$ cat src/rtl/apb_slave_regfile_if.sv
// APB bus bundle between the bridge (master) and a register-file completer (slave).
// Handshake: a transfer is a setup cycle (psel=1, penable=0) followed by access cycles
// (psel=1, penable=1); it completes in the one cycle where pready=1, and pr_data/pslverr
// are meaningful only in that cycle. Master holds paddr/pwrite/pwdata stable meanwhile.
interface apb_slave_regfile_if;
  logic [2:0]  psel;
  logic        penable;
  logic        pwrite;
  logic [31:0] paddr;
  logic [31:0] pwdata;
  logic [31:0] pr_data;
  logic        pready;
  logic        pslverr;

  modport master (
    output psel, penable, pwrite, paddr, pwdata,
    input  pr_data, pready, pslverr
  );

  modport slave (
    input  psel, penable, pwrite, paddr, pwdata,
    output pr_data, pready, pslverr
  );
endinterface

$ cat src/rtl/apb_slave_regfile.sv
// APB completer with a bank of 32-bit registers, programmable wait states and
// pslverr on out-of-range or misaligned accesses. All outputs are registered.
module apb_slave_regfile #(
  parameter int          SLV_IDX     = 0,
  parameter logic [31:0] BASE_ADDR   = 32'h8000_0000,
  parameter int          NUM_REGS    = 16,
  parameter int          WAIT_CYCLES = 2,
  parameter logic [31:0] RESET_VAL   = 32'h0
) (
  input  logic                hclk,
  input  logic                hreset,
  apb_slave_regfile_if.slave  apb,
  output logic                dbg_state
);

  localparam int          IDX_W = (NUM_REGS > 1) ? $clog2(NUM_REGS) : 1;
  localparam logic [31:0] SPAN  = 32'(NUM_REGS * 4);

  typedef enum logic {
    IDLE   = 1'b0,
    ACCESS = 1'b1
  } state_e;

  state_e             state_q, state_d;
  logic [3:0]         cnt_q, cnt_d;
  logic               write_q, write_d;
  logic               legal_q, legal_d;
  logic [IDX_W-1:0]   idx_q, idx_d;
  logic [31:0]        wdata_q, wdata_d;
  logic               pready_q, pready_d;
  logic               pslverr_q, pslverr_d;
  logic [31:0]        pr_data_q, pr_data_d;
  logic [31:0]        regs_q [NUM_REGS];
  logic [31:0]        regs_d [NUM_REGS];

  logic               sel;
  logic [31:0]        offset;
  logic               dec_legal;
  logic [IDX_W-1:0]   dec_idx;
  logic [IDX_W-1:0]   rd_idx;
  logic [31:0]        rd_word;

  assign sel       = apb.psel[SLV_IDX];
  assign offset    = apb.paddr - BASE_ADDR;
  assign dec_legal = (apb.paddr >= BASE_ADDR) && (offset < SPAN) && (apb.paddr[1:0] == 2'b00);
  assign dec_idx   = offset[IDX_W+1:2];

  // With zero wait states the response is built from the live decode at setup.
  assign rd_idx  = (state_q == IDLE) ? dec_idx : idx_q;
  assign rd_word = regs_q[rd_idx];

  always_comb begin
    state_d   = state_q;
    cnt_d     = cnt_q;
    write_d   = write_q;
    legal_d   = legal_q;
    idx_d     = idx_q;
    wdata_d   = wdata_q;
    pready_d  = pready_q;
    pslverr_d = pslverr_q;
    pr_data_d = pr_data_q;
    regs_d    = regs_q;

    case (state_q)
      IDLE: begin
        if (sel && !apb.penable) begin
          state_d = ACCESS;
          write_d = apb.pwrite;
          legal_d = dec_legal;
          idx_d   = dec_idx;
          wdata_d = apb.pwdata;
          cnt_d   = 4'(WAIT_CYCLES);
          if (WAIT_CYCLES == 0) begin
            pready_d  = 1'b1;
            pslverr_d = !dec_legal;
            pr_data_d = (dec_legal && !apb.pwrite) ? rd_word : 32'h0;
          end
        end
      end
      ACCESS: begin
        if (pready_q) begin
          if (legal_q && write_q) regs_d[idx_q] = wdata_q;
          state_d   = IDLE;
          cnt_d     = 4'h0;
          pready_d  = 1'b0;
          pslverr_d = 1'b0;
          pr_data_d = 32'h0;
        end else if (!sel || !apb.penable) begin
          state_d = IDLE;
          cnt_d   = 4'h0;
        end else if (cnt_q <= 4'd1) begin
          cnt_d     = 4'h0;
          pready_d  = 1'b1;
          pslverr_d = !legal_q;
          pr_data_d = (legal_q && !write_q) ? rd_word : 32'h0;
        end else begin
          cnt_d = cnt_q - 4'd1;
        end
      end
      default: state_d = IDLE;
    endcase
  end

  always_ff @(posedge hclk or posedge hreset) begin
    if (hreset) begin
      state_q   <= IDLE;
      cnt_q     <= 4'h0;
      write_q   <= 1'b0;
      legal_q   <= 1'b0;
      idx_q     <= '0;
      wdata_q   <= 32'h0;
      pready_q  <= 1'b0;
      pslverr_q <= 1'b0;
      pr_data_q <= 32'h0;
      for (int i = 0; i < NUM_REGS; i++) regs_q[i] <= RESET_VAL;
    end else begin
      state_q   <= state_d;
      cnt_q     <= cnt_d;
      write_q   <= write_d;
      legal_q   <= legal_d;
      idx_q     <= idx_d;
      wdata_q   <= wdata_d;
      pready_q  <= pready_d;
      pslverr_q <= pslverr_d;
      pr_data_q <= pr_data_d;
      for (int i = 0; i < NUM_REGS; i++) regs_q[i] <= regs_d[i];
    end
  end

  assign apb.pr_data = pr_data_q;
  assign apb.pready  = pready_q;
  assign apb.pslverr = pslverr_q;
  assign dbg_state   = (state_q == ACCESS);

endmodule

$ cat src/flat_wrapper.sv
// flat-port wrapper written by rule: the top's interface ports become plain ports
module apb_slave_regfile_flat 
#(
  parameter int          SLV_IDX     = 0,
  parameter logic [31:0] BASE_ADDR   = 32'h8000_0000,
  parameter int          NUM_REGS    = 16,
  parameter int          WAIT_CYCLES = 2,
  parameter logic [31:0] RESET_VAL   = 32'h0
)
  (hclk, hreset, dbg_state, apb_psel, apb_penable, apb_pwrite, apb_paddr, apb_pwdata, apb_pr_data, apb_pready, apb_pslverr);
  apb_slave_regfile_if apb_i ();
  input  logic hclk;
  input  logic hreset;
  output logic dbg_state;
  input wire logic [$bits(apb_i.psel)-1:0] apb_psel;
  input wire logic [$bits(apb_i.penable)-1:0] apb_penable;
  input wire logic [$bits(apb_i.pwrite)-1:0] apb_pwrite;
  input wire logic [$bits(apb_i.paddr)-1:0] apb_paddr;
  input wire logic [$bits(apb_i.pwdata)-1:0] apb_pwdata;
  output wire logic [$bits(apb_i.pr_data)-1:0] apb_pr_data;
  output wire logic [$bits(apb_i.pready)-1:0] apb_pready;
  output wire logic [$bits(apb_i.pslverr)-1:0] apb_pslverr;
  assign apb_i.psel = apb_psel;
  assign apb_i.penable = apb_penable;
  assign apb_i.pwrite = apb_pwrite;
  assign apb_i.paddr = apb_paddr;
  assign apb_i.pwdata = apb_pwdata;
  assign apb_pr_data = apb_i.pr_data;
  assign apb_pready = apb_i.pready;
  assign apb_pslverr = apb_i.pslverr;
  apb_slave_regfile #(.SLV_IDX(SLV_IDX), .BASE_ADDR(BASE_ADDR), .NUM_REGS(NUM_REGS), .WAIT_CYCLES(WAIT_CYCLES), .RESET_VAL(RESET_VAL)) u_core (.hclk(hclk), .hreset(hreset), .apb(apb_i), .dbg_state(dbg_state));
endmodule
$ cat config.mk
export PLATFORM = sky130hd
export DESIGN_NAME = apb_slave_regfile_flat
export DESIGN_NICKNAME = d
export VERILOG_FILES = /design/src/rtl/apb_slave_regfile_if.sv /design/src/rtl/apb_slave_regfile.sv /design/src/flat_wrapper.sv
export SDC_FILE = /design/constraint.sdc
export NUM_CORES = 1
export LEC_CHECK = 0
export ABC_AREA = 1
export CAP_MARGIN = 25
export CORE_MARGIN = 2
export CORE_UTILIZATION = 35
export CTS_CLUSTER_DIAMETER = 60
export DETAILED_ROUTE_END_ITERATION = 10
export SYNTH_ARGS = -nofsm -noshare
export SYNTH_HDL_FRONTEND = slang
export SYNTH_SLANG_ARGS = --single-unit
$ cat constraint.sdc
create_clock -name hclk -period 55.6 [get_ports hclk]
set_input_delay 5.56 -clock hclk [delete_from_list [all_inputs] [get_ports hclk]]
set_output_delay 5.56 -clock hclk [all_outputs]
set_load 0.02 [all_outputs]
# Yosys cells after proc, flatten, opt, wreduce, memory -nomap -nowiden
# Cells that the tools add are included.
totals:
  ff_bits: 589
  out_inout_bits: 35
op_classes:
  n_addsub: 2
  n_lt_le_gt_ge: 6
  eq_ne: 2
  muxes: 26
  bitwise: 3
  n_reduce_logical: 16
ops:
  columns: ["op", "count"]
  rows:
  - ["bitwise mux 512 bit", 1]
  - ["2-to-1 mux 32 bit", 7]
  - ["binary-select mux 32 bit (select 4 bit)", 1]
  - ["demux 32 bit (select 4 bit)", 1]
  - [">= comparator 32 bit, second input constant", 1]
  - ["< comparator 32 x 7 -> 1 bit, second input constant", 1]
  - ["subtractor 32 bit, second input constant", 1]
  - ["2-to-1 mux 4 bit", 5]
  - [">= comparator 5 bit, second input constant", 2]
  - ["NOT 4 -> 5 bit", 2]
  - ["2-to-1 mux 1 bit", 9]
  - ["one-hot mux 4 bit (2 select lines)", 1]
  - ["logical AND 1 bit", 6]
  - ["AND reduction 3 bit", 2]
  - ["< comparator 5 x 1 -> 1 bit, second input constant", 1]
  - ["less-or-equal comparator 4 x 1 -> 1 bit, second input constant", 1]
  - ["zero test 1 bit", 4]
  - ["subtractor 4 x 1 -> 4 bit, second input constant", 1]
  - ["zero test 2 bit", 1]
  - ["!= test 2 x 1 -> 1 bit, second input constant", 1]
  - ["!= test 2 bit, second input constant", 1]
  - ["one-hot mux 1 bit (2 select lines)", 1]
  - ["AND reduction 2 bit", 1]
  - ["nonzero test 2 bit", 1]
  - ["2 further kinds", 2]

# Longest topological paths before layout
logic_depth:
  ltp_word: 10
  ltp_mapped: 11
  mapped_depth_nobuf: 9

# Worst setup path before layout
# OpenSTA, ideal clock, no wires.
synth_path:
  kind: "input port to flip-flop"
  startpoint: "in apb_paddr[3]"
  endpoint: "reg u_core.pr_data_q[10], in the netlist u_core.apb.pr_data[10]"
  setup_ns: 0.117
  t_arrival_ns: 6.499
  slack_ns: 48.983
  path_stages: 9
  path_buffers: 2
  cell_sequence: "nand2_1 > o21ai_1 > buf_2 > clkbuf_1 > nand3_1 > nand3_1 > nand3_1 > nand3_1 > nand2_1"
synth_via:
  elab_chain_cells: 10
synth_lines:
  columns: ["item", "line_no", "source"]
  rows:
  - ["start, declared", "flat_wrapper.sv:18", "input wire logic [$bits(apb_i.paddr)-1:0] apb_paddr;"]
  - ["subtractor 32 bit", "apb_slave_regfile.sv:44", "assign offset = apb.paddr - BASE_ADDR;"]
  - ["2-to-1 mux 4 bit", "apb_slave_regfile.sv:49", "assign rd_idx = (state_q == IDLE) ? dec_idx : idx_q;"]
  - ["NOT 4 -> 5 bit (implied by the code)", "apb_slave_regfile.sv:50", "assign rd_word = regs_q[rd_idx];"]
  - ["binary-select mux 32 bit (select 4 bit)", "apb_slave_regfile.sv:50", null]
  - ["2-to-1 mux 32 bit (implied by the code) (2 in a row)", "apb_slave_regfile.sv:50", null]
  - ["2-to-1 mux 32 bit", "apb_slave_regfile.sv:95", "pr_data_d = (legal_q && !write_q) ? rd_word : 32'h0;"]
  - ["2-to-1 mux 32 bit", "apb_slave_regfile.sv:91", "end else if (cnt_q <= 4'd1) begin"]
  - ["2-to-1 mux 32 bit", "apb_slave_regfile.sv:88", "end else if (!sel || !apb.penable) begin"]
  - ["2-to-1 mux 32 bit", "apb_slave_regfile.sv:81", "if (pready_q) begin"]
  - ["end signal, assigned", "apb_slave_regfile.sv:125", "pr_data_q <= pr_data_d;"]
  - ["end, declared", "apb_slave_regfile.sv:32", "logic [31:0] pr_data_q, pr_data_d;"]
# No other way between the ends. The select of a mux whose other input is x is not followed.
# A chain may end at the register's enable or synchronous reset.

# Final worst setup path
layout_path:
  startpoint: "in apb_paddr[2]"
  endpoint: "reg u_core.pr_data_q[11], in the netlist u_core.apb.pr_data[11]"
# The elaborated chain is that of the path after synthesis.

==> flow_summary.json <==
{
  "grt_max_degree": 170,
  "yosys_warnings": 0,
  "final_cells": 4101,
  "drcViolationCount": 0,
  "clk_latency_ns": 0.64,
  "path_cells": "clkdlybuf4s50_1 > nand2_4 > nand2_4 > buf_4 > buf_4 > nand2_1 > nand3_1 > nand3_1 > nand3_1 > nand3_1 > nand2_1",
  "ys_seq_area_share_pct": 56.6,
  "cts_hold_buf": 0,
  "grt_overflow": 0,
  "synth-seq-cells": 589,
  "post-route-min-period_ns": 8.75,
  "regArea_um2": 14700,
  "dpl.hpwl_mm": 40.3,
  "hold_class": "flop to flop",
  "rr_endpoint": "u_core.apb.pr_data[11]",
  "grt_pass1_vias": 21145,
  "synth.cell_area_um2": 26000,
  "hold_end": "u_core.apb.pr_data[10]",
  "drive_above_1_share_pct": 5.72,
  "final_common_cell": "nand2_1",
  "postCtsSetupBuffers": 0,
  "clockBufferDepth": 3,
  "maxSlewViolCount": 0,
  "syn_nets": 3213,
  "setup_viol": 0,
  "worstMarginPinSlew_ns": 1.02,
  "final_cell_mix": "nand2_1, nand3_1, dfrtp_1",
  "worst_path_most_repeated_cell": "nand3_1",
  "worst_path_largest_cell_delay_ns": 0.65,
  "clock_tree.root_cell": "clkbuf_16",
  "port-buffer-count": 103,
  "core_region_area_um2": 74100,
  "dp_cells": 3993,
  "relSlewSlack_pct": 32.1,
  "reg2reg_depth": 11,
  "layout.nets": 3160,
  "fmax_mhz": 114,
  "setup-tns-final_ns": 0,
  "fin_crit_sh_pct": 15.7,
  "ant_nets": 0,
  "reg2reg_from": "u_core.dbg_state",
  "min_path_cells": 2,
  "drv_cap": 0,
  "area_growth_pct": 14.3,
  "vias": 21718,
  "initial_core_util_pct": 35.2,
  "avgViaCountPerCell": 5.30,
  "die_area_um2": 76600,
  "hp-start": "u_core.apb.pr_data[10]",
  "dieWidth_um": 277,
  "cts.sinks": 589,
  "leakagePower_uw": 0.0129,
  "critPathTopFamily": "buffers and inverters",
  "antenna_found_initial": 1,
  "r2r_slack_ns": 51.42,
  "crit_required_ns": 56.17,
  "peakVddDrop_mv": 0.0256,
  "worst_clock_skew_ns": 0.0259,
  "pin_count": 106,
  "nFillCells": 7587,
  "worst-path-buf-inv": 3,
  "synth_top_area_cell": "dfrtp_1",
  "crit_type": "input port to flop",
  "syn_avg_cell_area_um2": 8.29,
  "drt_first_pass_iters": 6,
  "gp_congestion": 0.738,
  "cp-start-kind": "input port",
  "grt_setup_unrepaired": "false",
  "cts_tree": "done",
  "cts_max_level": 2,
  "track_usage_pct": 20.9,
  "fp-row-count": 100,
  "cp-end-kind": "flop",
  "synthCells": 3140,
  "power_density_nw_per_um2": 32.8,
  "drtIter0Drc": 2311,
  "multiInputGateArea_um2": 10100,
  "routedWlPerCell_um": 19.3,
  "grt_pass1_wl_mm": 126,
  "ys_top_cells_by_area": "dfrtp_1, nand2_1, nand3_1",
  "diodes": 0,
  "synth.distinct_cells": 24,
  "clk_pin_slew_worst_paths_ns": 0.06,
  "hold_violations": 0,
  "crit_slowest_cell": "buf_4",
  "synth_top_area_share_pct": 56.6,
  "status": "finished clean",
  "cts_buffers": 60,
  "drt-total-wl_mm": 79.3,
  "die_y_um": 277,
  "ctsResizeCount": 0,
  "cp_max_fo": 56,
  "arrival_ns": 9.32
}
[power by group]
| part | internal [µW] | switching [µW] | leakage, µW | total (µW) |
|---|---|---|---|---|
| registers | 434 | 3.23 | 0.00817 | 438 |
| clock network | 251 | 173 | 0.00103 | 424 |
| logic | 26.0 | 87.7 | 0.00370 | 114 |
[sequential cells by signal, summed over array words and instances (netlist names)]
name	cells
u_core.regs_q	512
u_core.apb.pr_data	32
u_core.wdata_q	32
u_core.cnt_q	4
u_core.idx_q	4
u_core.apb.pready	1
u_core.apb.pslverr	1
u_core.dbg_state	1
u_core.legal_q	1
u_core.write_q	1
[logic make-up (layout without fill, tap and decap cells)]
| kind of cell | count (synthesis) | in the layout | share of synthesized area [%] |
|---|---|---|---|
| xor+xnor | 1 | 1 | 0.0336 |
| fa+ha+maj | 2 | 2 | 0.0961 |
| compound gates | 560 | 560 | 10.8 |
| flops | 589 | 589 | 56.6 |
| buf+inv | 315 | 307 | 5.01 |
| simple gates | 1673 | 1673 | 27.5 |
[tightest hold or removal path, stage by stage, from the launching register on]
cell and delay, ns:
dfrtp_1 0.34, nand2_1 0.06, nand2_1 0.05
[synthesized netlist by cell type]
library cell  count
nand3_1         642
and3_1            1
o31ai_1           1
inv_1            50
nand4_2           1
nor3_1            5
nand4_1           3
nor2_1            9
inv_2             3
o21ai_0         424
clkbuf_1        175
o21ai_1         133
a21oi_1           1
buf_4            10
nor4_1            6
dfrtp_1         589
o311ai_0          1
buf_1            10
xor2_1            1
buf_2            67
ha_1              2
nand2_1        1001
nor3_2            4
nand3b_1          1
[per-stage QoR]
stage | cell area [µm²] | hold slack (ns) | setup slack, ns | power [µW] | util (%)
after detailed placement | 27700 | 0.465 | 46.12 | 559 | 37.4
final | 29800 | 0.481 | 46.85 | 975 | 40.2
after global placement | 27600 | 0.465 | 46.10 | 558 | 37.3
after floorplan | 26000 | 0.453 | 33.56 | 518 | -
after global routing | 29800 | 0.503 | 46.40 | 1010 | 40.2
after CTS | 29700 | 0.485 | 46.78 | 984 | 40.2
[layout make-up]
type | instances | area share [%]
multi-input combinational | 2236 | 34.0
tap | 969 | 4.07
clock buffer | 86 | 6.05
timing repair buffer | 147 | 4.77
inverter | 53 | 0.694
sequential | 589 | 49.5
clock inverter | 21 | 0.912
[metal layers]
layer | vias up | share of wire (%) | GRT usage (%)
li1 | 10338 | - | -
met1 | 10602 | 45 | 29.0
met2 | 641 | 46 | 33.6
met3 | 135 | 5.7 | 2.67
met4 | 2 | 3.4 | 7.54
met5 | - | 0.016 | 0
[how the worst max path moves through the flow]
stage | startpoint | to | slack (ns) | cells past startpoint
2_1_floorplan | hreset | u_core.apb.pr_data[0] | 33.56 | 1
3_3_place_gp | hreset | u_core.apb.pr_data[0] | 46.10 | 5
3_5_place_dp | hreset | u_core.apb.pr_data[0] | 46.12 | 5
4_1_cts | hreset | u_core.apb.pr_data[0] | 46.78 | 5
5_1_grt | hreset | u_core.apb.pr_data[31] | 46.40 | 5
6_report | apb_paddr[2] | u_core.apb.pr_data[11] | 46.85 | 11
(Power assumes the default switching activity.)
